`config.mk`:
```
export PLATFORM = sky130hd
export DESIGN_NAME = pwm_demod_flat
export DESIGN_NICKNAME = d
export VERILOG_FILES = /design/src/rtl/pwm_demod_if.sv /design/src/rtl/pwm_demod.sv /design/src/flat_wrapper.sv
export SDC_FILE = /design/constraint.sdc
export NUM_CORES = 1
export LEC_CHECK = 0
export ABC_AREA = 1
export CAP_MARGIN = 10
export CORE_MARGIN = 4
export CORE_UTILIZATION = 60
export DETAILED_ROUTE_END_ITERATION = 8
export DONT_BUFFER_PORTS = 1
export MAX_ROUTING_LAYER = met4
export PLACE_DENSITY = 0.76
export SLEW_MARGIN = 10
export SYNTH_ARGS = -nofsm -noshare
export SYNTH_HDL_FRONTEND = slang
export SYNTH_SLANG_ARGS = --single-unit
```
`constraint.sdc`:
```
create_clock -name clk -period 6.59 [get_ports clk]
set_input_delay 1.318 -clock clk [delete_from_list [all_inputs] [get_ports clk]]
set_output_delay 1.318 -clock clk [all_outputs]
set_load 0.005 [all_outputs]
```
`src/rtl/pwm_demod_if.sv`:
```
// Level-in / duty-out bundle of the PWM demodulator.
// master drives the PWM level, slave is the demodulator.
interface pwm_demod_if #(
    parameter int CNT_W = 16
);
    logic [7:0]       pwm_in;
    logic [11:0]      duty;
    logic             duty_valid;
    logic [CNT_W-1:0] period;
    logic             timeout;
    logic             overrun;
    logic             busy;

    modport master (
        output pwm_in,
        input  duty, duty_valid, period, timeout, overrun, busy
    );

    modport slave (
        input  pwm_in,
        output duty, duty_valid, period, timeout, overrun, busy
    );
endinterface

```
`src/rtl/pwm_demod.sv`:
```
// PWM demodulator: measures period and high time of the level stream
// and recovers duty = floor(high*SCALE/period) with a restoring divider.
module pwm_demod #(
    parameter int          SCALE      = 2000,
    parameter int          CNT_W      = 16,
    parameter int          MAX_PERIOD = 20000,
    parameter logic [7:0]  THRESH     = 8'd50
) (
    input  logic          clk,
    input  logic          rst_n,
    pwm_demod_if.slave    bus
);
    localparam int NW = CNT_W + 12;

    typedef enum logic {IDLE, MEAS} state_t;

    state_t           state;
    logic             lvl_q, lvl_qq;
    logic             rise;
    logic [CNT_W-1:0] per_cnt, hi_cnt;

    logic [NW-1:0]    rem, dsh;
    logic [11:0]      quo;
    logic [3:0]       it;
    logic [CNT_W-1:0] div_p;
    logic             dbusy;

    logic [11:0]      duty_r;
    logic [CNT_W-1:0] period_r;
    logic             valid_r, timeout_r, overrun_r;

    logic             ge;
    logic [11:0]      q_next;
    logic [NW-1:0]    num;

    assign rise   = lvl_q & ~lvl_qq;
    assign ge     = rem >= dsh;
    assign q_next = {quo[10:0], ge};
    assign num    = NW'(hi_cnt) * NW'(SCALE);

    assign bus.duty       = duty_r;
    assign bus.period     = period_r;
    assign bus.duty_valid = valid_r;
    assign bus.timeout    = timeout_r;
    assign bus.overrun    = overrun_r;
    assign bus.busy       = dbusy;

    always_ff @(posedge clk or negedge rst_n) begin
        if (!rst_n) begin
            state     <= IDLE;
            lvl_q     <= 1'b0;
            lvl_qq    <= 1'b0;
            per_cnt   <= '0;
            hi_cnt    <= '0;
            rem       <= '0;
            dsh       <= '0;
            quo       <= '0;
            it        <= '0;
            div_p     <= '0;
            dbusy     <= 1'b0;
            duty_r    <= '0;
            period_r  <= '0;
            valid_r   <= 1'b0;
            timeout_r <= 1'b0;
            overrun_r <= 1'b0;
        end else begin
            lvl_q     <= bus.pwm_in >= THRESH;
            lvl_qq    <= lvl_q;
            valid_r   <= 1'b0;
            overrun_r <= 1'b0;

            // one quotient bit per cycle, MSB first
            if (dbusy) begin
                if (ge)
                    rem <= rem - dsh;
                quo <= q_next;
                dsh <= dsh >> 1;
                it  <= it - 4'd1;
                if (it == 4'd1) begin
                    dbusy    <= 1'b0;
                    duty_r   <= q_next;
                    period_r <= div_p;
                    valid_r  <= 1'b1;
                end
            end

            unique case (state)
                IDLE: begin
                    if (rise) begin
                        state     <= MEAS;
                        per_cnt   <= CNT_W'(1);
                        hi_cnt    <= CNT_W'(1);
                        timeout_r <= 1'b0;
                    end
                end
                MEAS: begin
                    if (rise) begin
                        per_cnt <= CNT_W'(1);
                        hi_cnt  <= CNT_W'(1);
                        if (!dbusy) begin
                            rem       <= num;
                            dsh       <= NW'(per_cnt) << 11;
                            quo       <= '0;
                            it        <= 4'd12;
                            div_p     <= per_cnt;
                            dbusy     <= 1'b1;
                            timeout_r <= 1'b0;
                        end else begin
                            overrun_r <= 1'b1;
                        end
                    end else if (per_cnt == CNT_W'(MAX_PERIOD)) begin
                        // overrides a divide finishing this cycle
                        duty_r    <= lvl_q ? 12'(SCALE) : 12'd0;
                        period_r  <= '0;
                        timeout_r <= 1'b1;
                        valid_r   <= 1'b1;
                        state     <= IDLE;
                    end else begin
                        per_cnt <= per_cnt + CNT_W'(1);
                        hi_cnt  <= hi_cnt + CNT_W'(lvl_q);
                    end
                end
                default: state <= IDLE;
            endcase
        end
    end
endmodule

```
`src/flat_wrapper.sv`:
```
// flat-port wrapper written by rule: the top's interface ports become plain ports
module pwm_demod_flat 
#(
    parameter int          SCALE      = 2000,
    parameter int          CNT_W      = 16,
    parameter int          MAX_PERIOD = 20000,
    parameter logic [7:0]  THRESH     = 8'd50
)
  (clk, rst_n, bus_pwm_in, bus_duty, bus_duty_valid, bus_period, bus_timeout, bus_overrun, bus_busy);
  pwm_demod_if #(.CNT_W(CNT_W)) bus_i ();
  input  logic clk;
  input  logic rst_n;
  input wire logic [$bits(bus_i.pwm_in)-1:0] bus_pwm_in;
  output wire logic [$bits(bus_i.duty)-1:0] bus_duty;
  output wire logic [$bits(bus_i.duty_valid)-1:0] bus_duty_valid;
  output wire logic [$bits(bus_i.period)-1:0] bus_period;
  output wire logic [$bits(bus_i.timeout)-1:0] bus_timeout;
  output wire logic [$bits(bus_i.overrun)-1:0] bus_overrun;
  output wire logic [$bits(bus_i.busy)-1:0] bus_busy;
  assign bus_i.pwm_in = bus_pwm_in;
  assign bus_duty = bus_i.duty;
  assign bus_duty_valid = bus_i.duty_valid;
  assign bus_period = bus_i.period;
  assign bus_timeout = bus_i.timeout;
  assign bus_overrun = bus_i.overrun;
  assign bus_busy = bus_i.busy;
  pwm_demod #(.SCALE(SCALE), .CNT_W(CNT_W), .MAX_PERIOD(MAX_PERIOD), .THRESH(THRESH)) u_core (.clk(clk), .rst_n(rst_n), .bus(bus_i));
endmodule
```
[Word level (Yosys, flattened, before mapping)]
Index checks and enable logic that the tools add are counted.
W data, S select, Z words.
Storage, ports and cells
  register bits after elaboration: 155
  input bits: 10
  output and inout bits: 32
Cells by class
  bitwise gates (word level): 4
  add/subtract/negate cells: 4
  magnitude comparators: 2
  equal/unequal tests: 6
  reductions and logical operators: 3
  mux-type cells: 57
  multiply operators: 1
Operators by type and width (number)
  $mux W28: 9
  $mux W16: 10
  $mux W12: 9
  $pmux W16 S2: 2
  $ge A28 B28 Y1: 1
  $sub A28 B28 Y28: 1
  $mul A16 B7 Y23 const B: 1
  $mux W1: 20
  $add A16 B1 Y16: 1
  $add A16 B1 Y16 const B: 1
  $eq A16 B15 Y1 const B: 1
  $mux W4: 4
  $mux W11: 1
  $ne A3 B3 Y1 const B: 3
  $ge A8 B6 Y1 const B: 1
  $reduce_and A3 Y1: 2
  $eq A4 B1 Y1 const B: 1
  $pmux W1 S2: 2
  $sub A4 B1 Y4 const B: 1
  $not A1 Y1: 3
  $ne A2 B1 Y1 const B: 1
  $reduce_and A2 Y1: 1
  $and A1 B1 Y1: 1

[Longest topological paths before layout]
  depth in word-level cells: 6
  depth in mapped cells: 20
  depth with buffers taken out: 20

[Least setup slack after synthesis]
Ideal clock, no wire load.
  path kind: register to register
  from: reg u_core.hi_cnt[6]
  to: reg u_core.rem[26]
  cell stages (with the launch flop): 17
  arrival time: 3.888 ns
  period minus slack after synthesis: 4.004 ns
  setup time: 0.116 ns
  path slack: 2.586 ns
  cells stage by stage: dfrtp_1 inv_1 fa_1 fa_1 fa_1 fa_1 inv_1 ha_1 a21oi_1 nor2_1 nor2_1 nand3_1 nand2_1 nand3_1 or2_2 nand3_1 nand2_1
Between the ends
  cells in the longest elaborated chain, start to end: 4
RTL lines
  start, declared: line pwm_demod.sv:20  | logic [CNT_W-1:0] per_cnt, hi_cnt;
  start signal, assigned: line pwm_demod.sv:120  | hi_cnt <= hi_cnt + CNT_W'(lvl_q);
  $mul A16 B7 Y23: line pwm_demod.sv:39  | assign num = NW'(hi_cnt) * NW'(SCALE);
  $mux W28: line pwm_demod.sv:100  | if (!dbusy) begin
  $mux W28: line pwm_demod.sv:97  | if (rise) begin
  $mux W28: line pwm_demod.sv:87  | unique case (state)
  end signal, assigned: line pwm_demod.sv:75  | rem <= rem - dsh;
  end signal, assigned: line pwm_demod.sv:101  | rem <= num;
  end, declared: line pwm_demod.sv:22  | logic [NW-1:0] rem, dsh;
Every way passes these cells.
A chain may end at the register's enable or synchronous reset.

[Worst setup path in the final report]
  from: reg u_core.hi_cnt[5]
  to: reg u_core.rem[26]
The elaborated chain is that of the path after synthesis.

==> flow_summary_export.csv <==
group,metric,value,unit
critical_path,cp_slowest_cell,"fa_1",
critical_path,required,6910,ps
global_route,antenna_found_initial,0,
synthesis,synth_nets,1603,
min_path,hp-class,"reg -> reg",
critical_path,crit_family,"adder cells",
sta,slew_headroom,35.59,%
global_route,grt_pass1_vias,9265,
place,io_buffers,0,
critical_path,crit_fanout,6,
power,peakVddDrop,0.0003487,V
finish,drive_above_1_share,4.611,%
synthesis,synthFlopType,"dfrtp_1",
die,dieArea,21370,sq um
synthesis,yosysMostFrequentCell,"nand2_1",
clocking,cts_tree,"built",
synthesis,ys_ff_latch,154,
route,drcViolationCount,0,
critical_path,worst_path_most_repeated_cell,"fa_1",
sta,tns,0,ps
finish,fillerInstances,1616,
clocking,htreeDepth,4,
synthesis,yosysTopAreaCellShare,33.64,%
route,top_layer_used,"met4",
route,drtAntennaViolNets,0,
route,viasPerCell,5.586,
synthesis,syn_area,11460,sq um
global_route,grt_max_degree,155,
place,place.gp.congestion,0.9704,
synthesis,synth_common_cells,"nand2_1 (323), inv_1 (263), dfrtp_1 (154)",
sta,finalHoldViolCount,0,
sta,period_minus_slack,4475,ps
sta,slew_viol_final,0,
critical_path,start_kind,"flip-flop",
sta,tightest_slew,966.2,ps
sta,setup_viol,0,
synthesis,synthTopCellsByArea,"dfrtp_1 (34%), nand2_1 (11%), fa_1 (9.6%)",
route,drt_iter0_drc,745,
critical_path,arrival,4790,ps
sta,worst_hold_slack,478.2,ps
die,die_w,146.2,um
run,cap_violations,0,
clocking,clock_sinks,154,
synthesis,syn-instance-count,1450,
clocking,ctsResizeCount,0,
synthesis,synth-edff-count,0,
sta,fin_crit_sh,67.91,%
power,p_leak,6.427,nW
critical_path,worst_path_largest_cell_delay,550,ps
route,post_drt_wl_per_cell,16.07,um
sta,rsz0062_at_grt,"no",
die,initial_core_util,61.05,%
synthesis,yosysTopAreaCell,"dfrtp_1",
sta,skew,15.53,ps
clocking,postCtsHoldBufs,0,
clocking,worstSkewPairLatency,440,ps
global_route,grt_overflow,0,
finish,antenna_cells,0,
route,wirelength,27110,um
global_route,globalRouteTotalUtil,27.03,%
finish,syn_to_final_growth,6.149,%
clocking,clock_path_buffers,2,
synthesis,yosysUniqueCellTypes,48,
place,dp_hpwl,20330,um
die,io_pins,42,
critical_path,end_kind,"flip-flop",
critical_path,path_buf_inv,2,
die,core,18770,sq um
route,met3_length,1120,um
outcome,outcome,"finished clean",
route,first_pass_iters,5,
clocking,cts_setup_buffers,0,
synthesis,synth.avg_cell_area,7.902,sq um
clocking,cts_inserted_buffers,17,
synthesis,yosysSeqAreaShare,33.64,%
sta,max_freq,223.5,MHz
synthesis,yosysWarnings,0,
route,wl_met1,12320,um
route,route.met2.wl,12970,um
clocking,cts_root_buf,"clkbuf_16",
clocking,clk_pin_slew_worst_paths,70,ps
critical_path,cp_cell_sequence,"inv_1, fa_1, fa_1, fa_1, fa_1, inv_1, ha_1, a21oi_1, nor2_1, nor2_1, nand3_1, nand2_1, nand3_1, or2_2, nand3_1, nand2_1",
route,vias,9423,
power,powerDensity,545.4,nW/um^2
synthesis,synthArstFlopShare,100.0,%
die,rows,50,
global_route,grt_pass1_wl,45580,um
die,die_y,146.2,um
finish,nNetsFinal,1593,
critical_path,worstSetupPathType,"reg -> reg",
==> sequential cells by signal, indices dropped and copies added, names as in the netlist, 4 cells and up <==
signal and cells:
u_core.it 4, u_core.bus.duty 12, u_core.rem 28, u_core.div_p 16
u_core.quo 11, u_core.dsh 28, u_core.per_cnt 16, u_core.hi_cnt 16
u_core.bus.period 16
==> power by group <==
| part | leakage, nW | switching, W | internal, W | total [W] |
|---|---|---|---|---|
| combinational | 4.23 | 0.00259 | 0.00146 | 0.00405 |
| clock | 0.296 | 0.000437 | 0.000580 | 0.00102 |
| sequential | 1.90 | 0.000238 | 0.00132 | 0.00156 |
| total | 6.43 | 0.00327 | 0.00337 | 0.00663 |
==> per-stage QoR <==
stage                     area [sq um]  instances  setup slack [ps]  util (%)  power (W)
after CTS                        12160       1687              2120     64.80   0.006629
after floorplan                  11460       1450              2586         -   0.004736
final                            12160       1687              2115     64.80   0.006633
after global routing             12160       1687              1855     64.80   0.007356
after detailed placement         11560       1655              2147     61.61   0.005564
after global placement           11560       1655              2221     61.61   0.005459
==> final timing paths <==
path / slack (ps) / depth (start not counted) / startpoint / to
hold / removal: 480 / 0 / u_core.lvl_q / u_core.lvl_qq
min in group asynchronous: 570 / 0 / rst_n / u_core.quo[5]
max in group asynchronous: 5810 / 0 / rst_n / u_core.hi_cnt[15]
hold reg to reg: 480 / 0 / u_core.lvl_q / u_core.lvl_qq
setup / recovery: 2110 / 16 / u_core.hi_cnt[5] / u_core.rem[26]
setup reg to reg: 2110 / 16 / u_core.hi_cnt[5] / u_core.rem[26]
==> kinds of logic after synthesis <==
kind of cell,count (synthesis),share of synthesized area [%]
buffers and inverters,304,10.69
adder cells (fa/ha/maj),143,19.22
AO/OA/AOI/OAI,203,10.96
AND/OR/NAND/NOR,622,23.65
XOR/XNOR,24,1.835
flip-flops,154,33.64
==> cells in the final DEF, fill, tap and decap left out, types with 10 or more instances in the layout <==
cell type,instances
a21oi_1,56
nand3_1,86
nor3_1,14
inv_1,263
fa_1,55
nand3b_1,11
o22ai_1,30
o21ai_0,50
a22oi_1,20
a221oi_1,16
inv_2,10
dfrtp_1,154
nand2_1,323
xor2_1,18
clkbuf_16,17
ha_1,88
nand4_1,16
nor2_1,141
==> final cells by class <==
type                       instances  area (sq um)  area share, %
sequential                       154          3854          31.69
timing repair buffer               1         7.507        0.06173
clock buffer                      19         442.9          3.642
inverter                         274          1031          8.477
clock inverter                    13         155.1          1.276
multi-input combinational        992          6379          52.45
tap                              234         292.8          2.407
==> routing by layer <==
metal	vias up	track usage (%)
li1	4656	-
met1	4490	35.81
met2	240	43.44
met3	37	4.190
met4	0	8.137
met5	-	-
(Power assumes the default switching activity.)
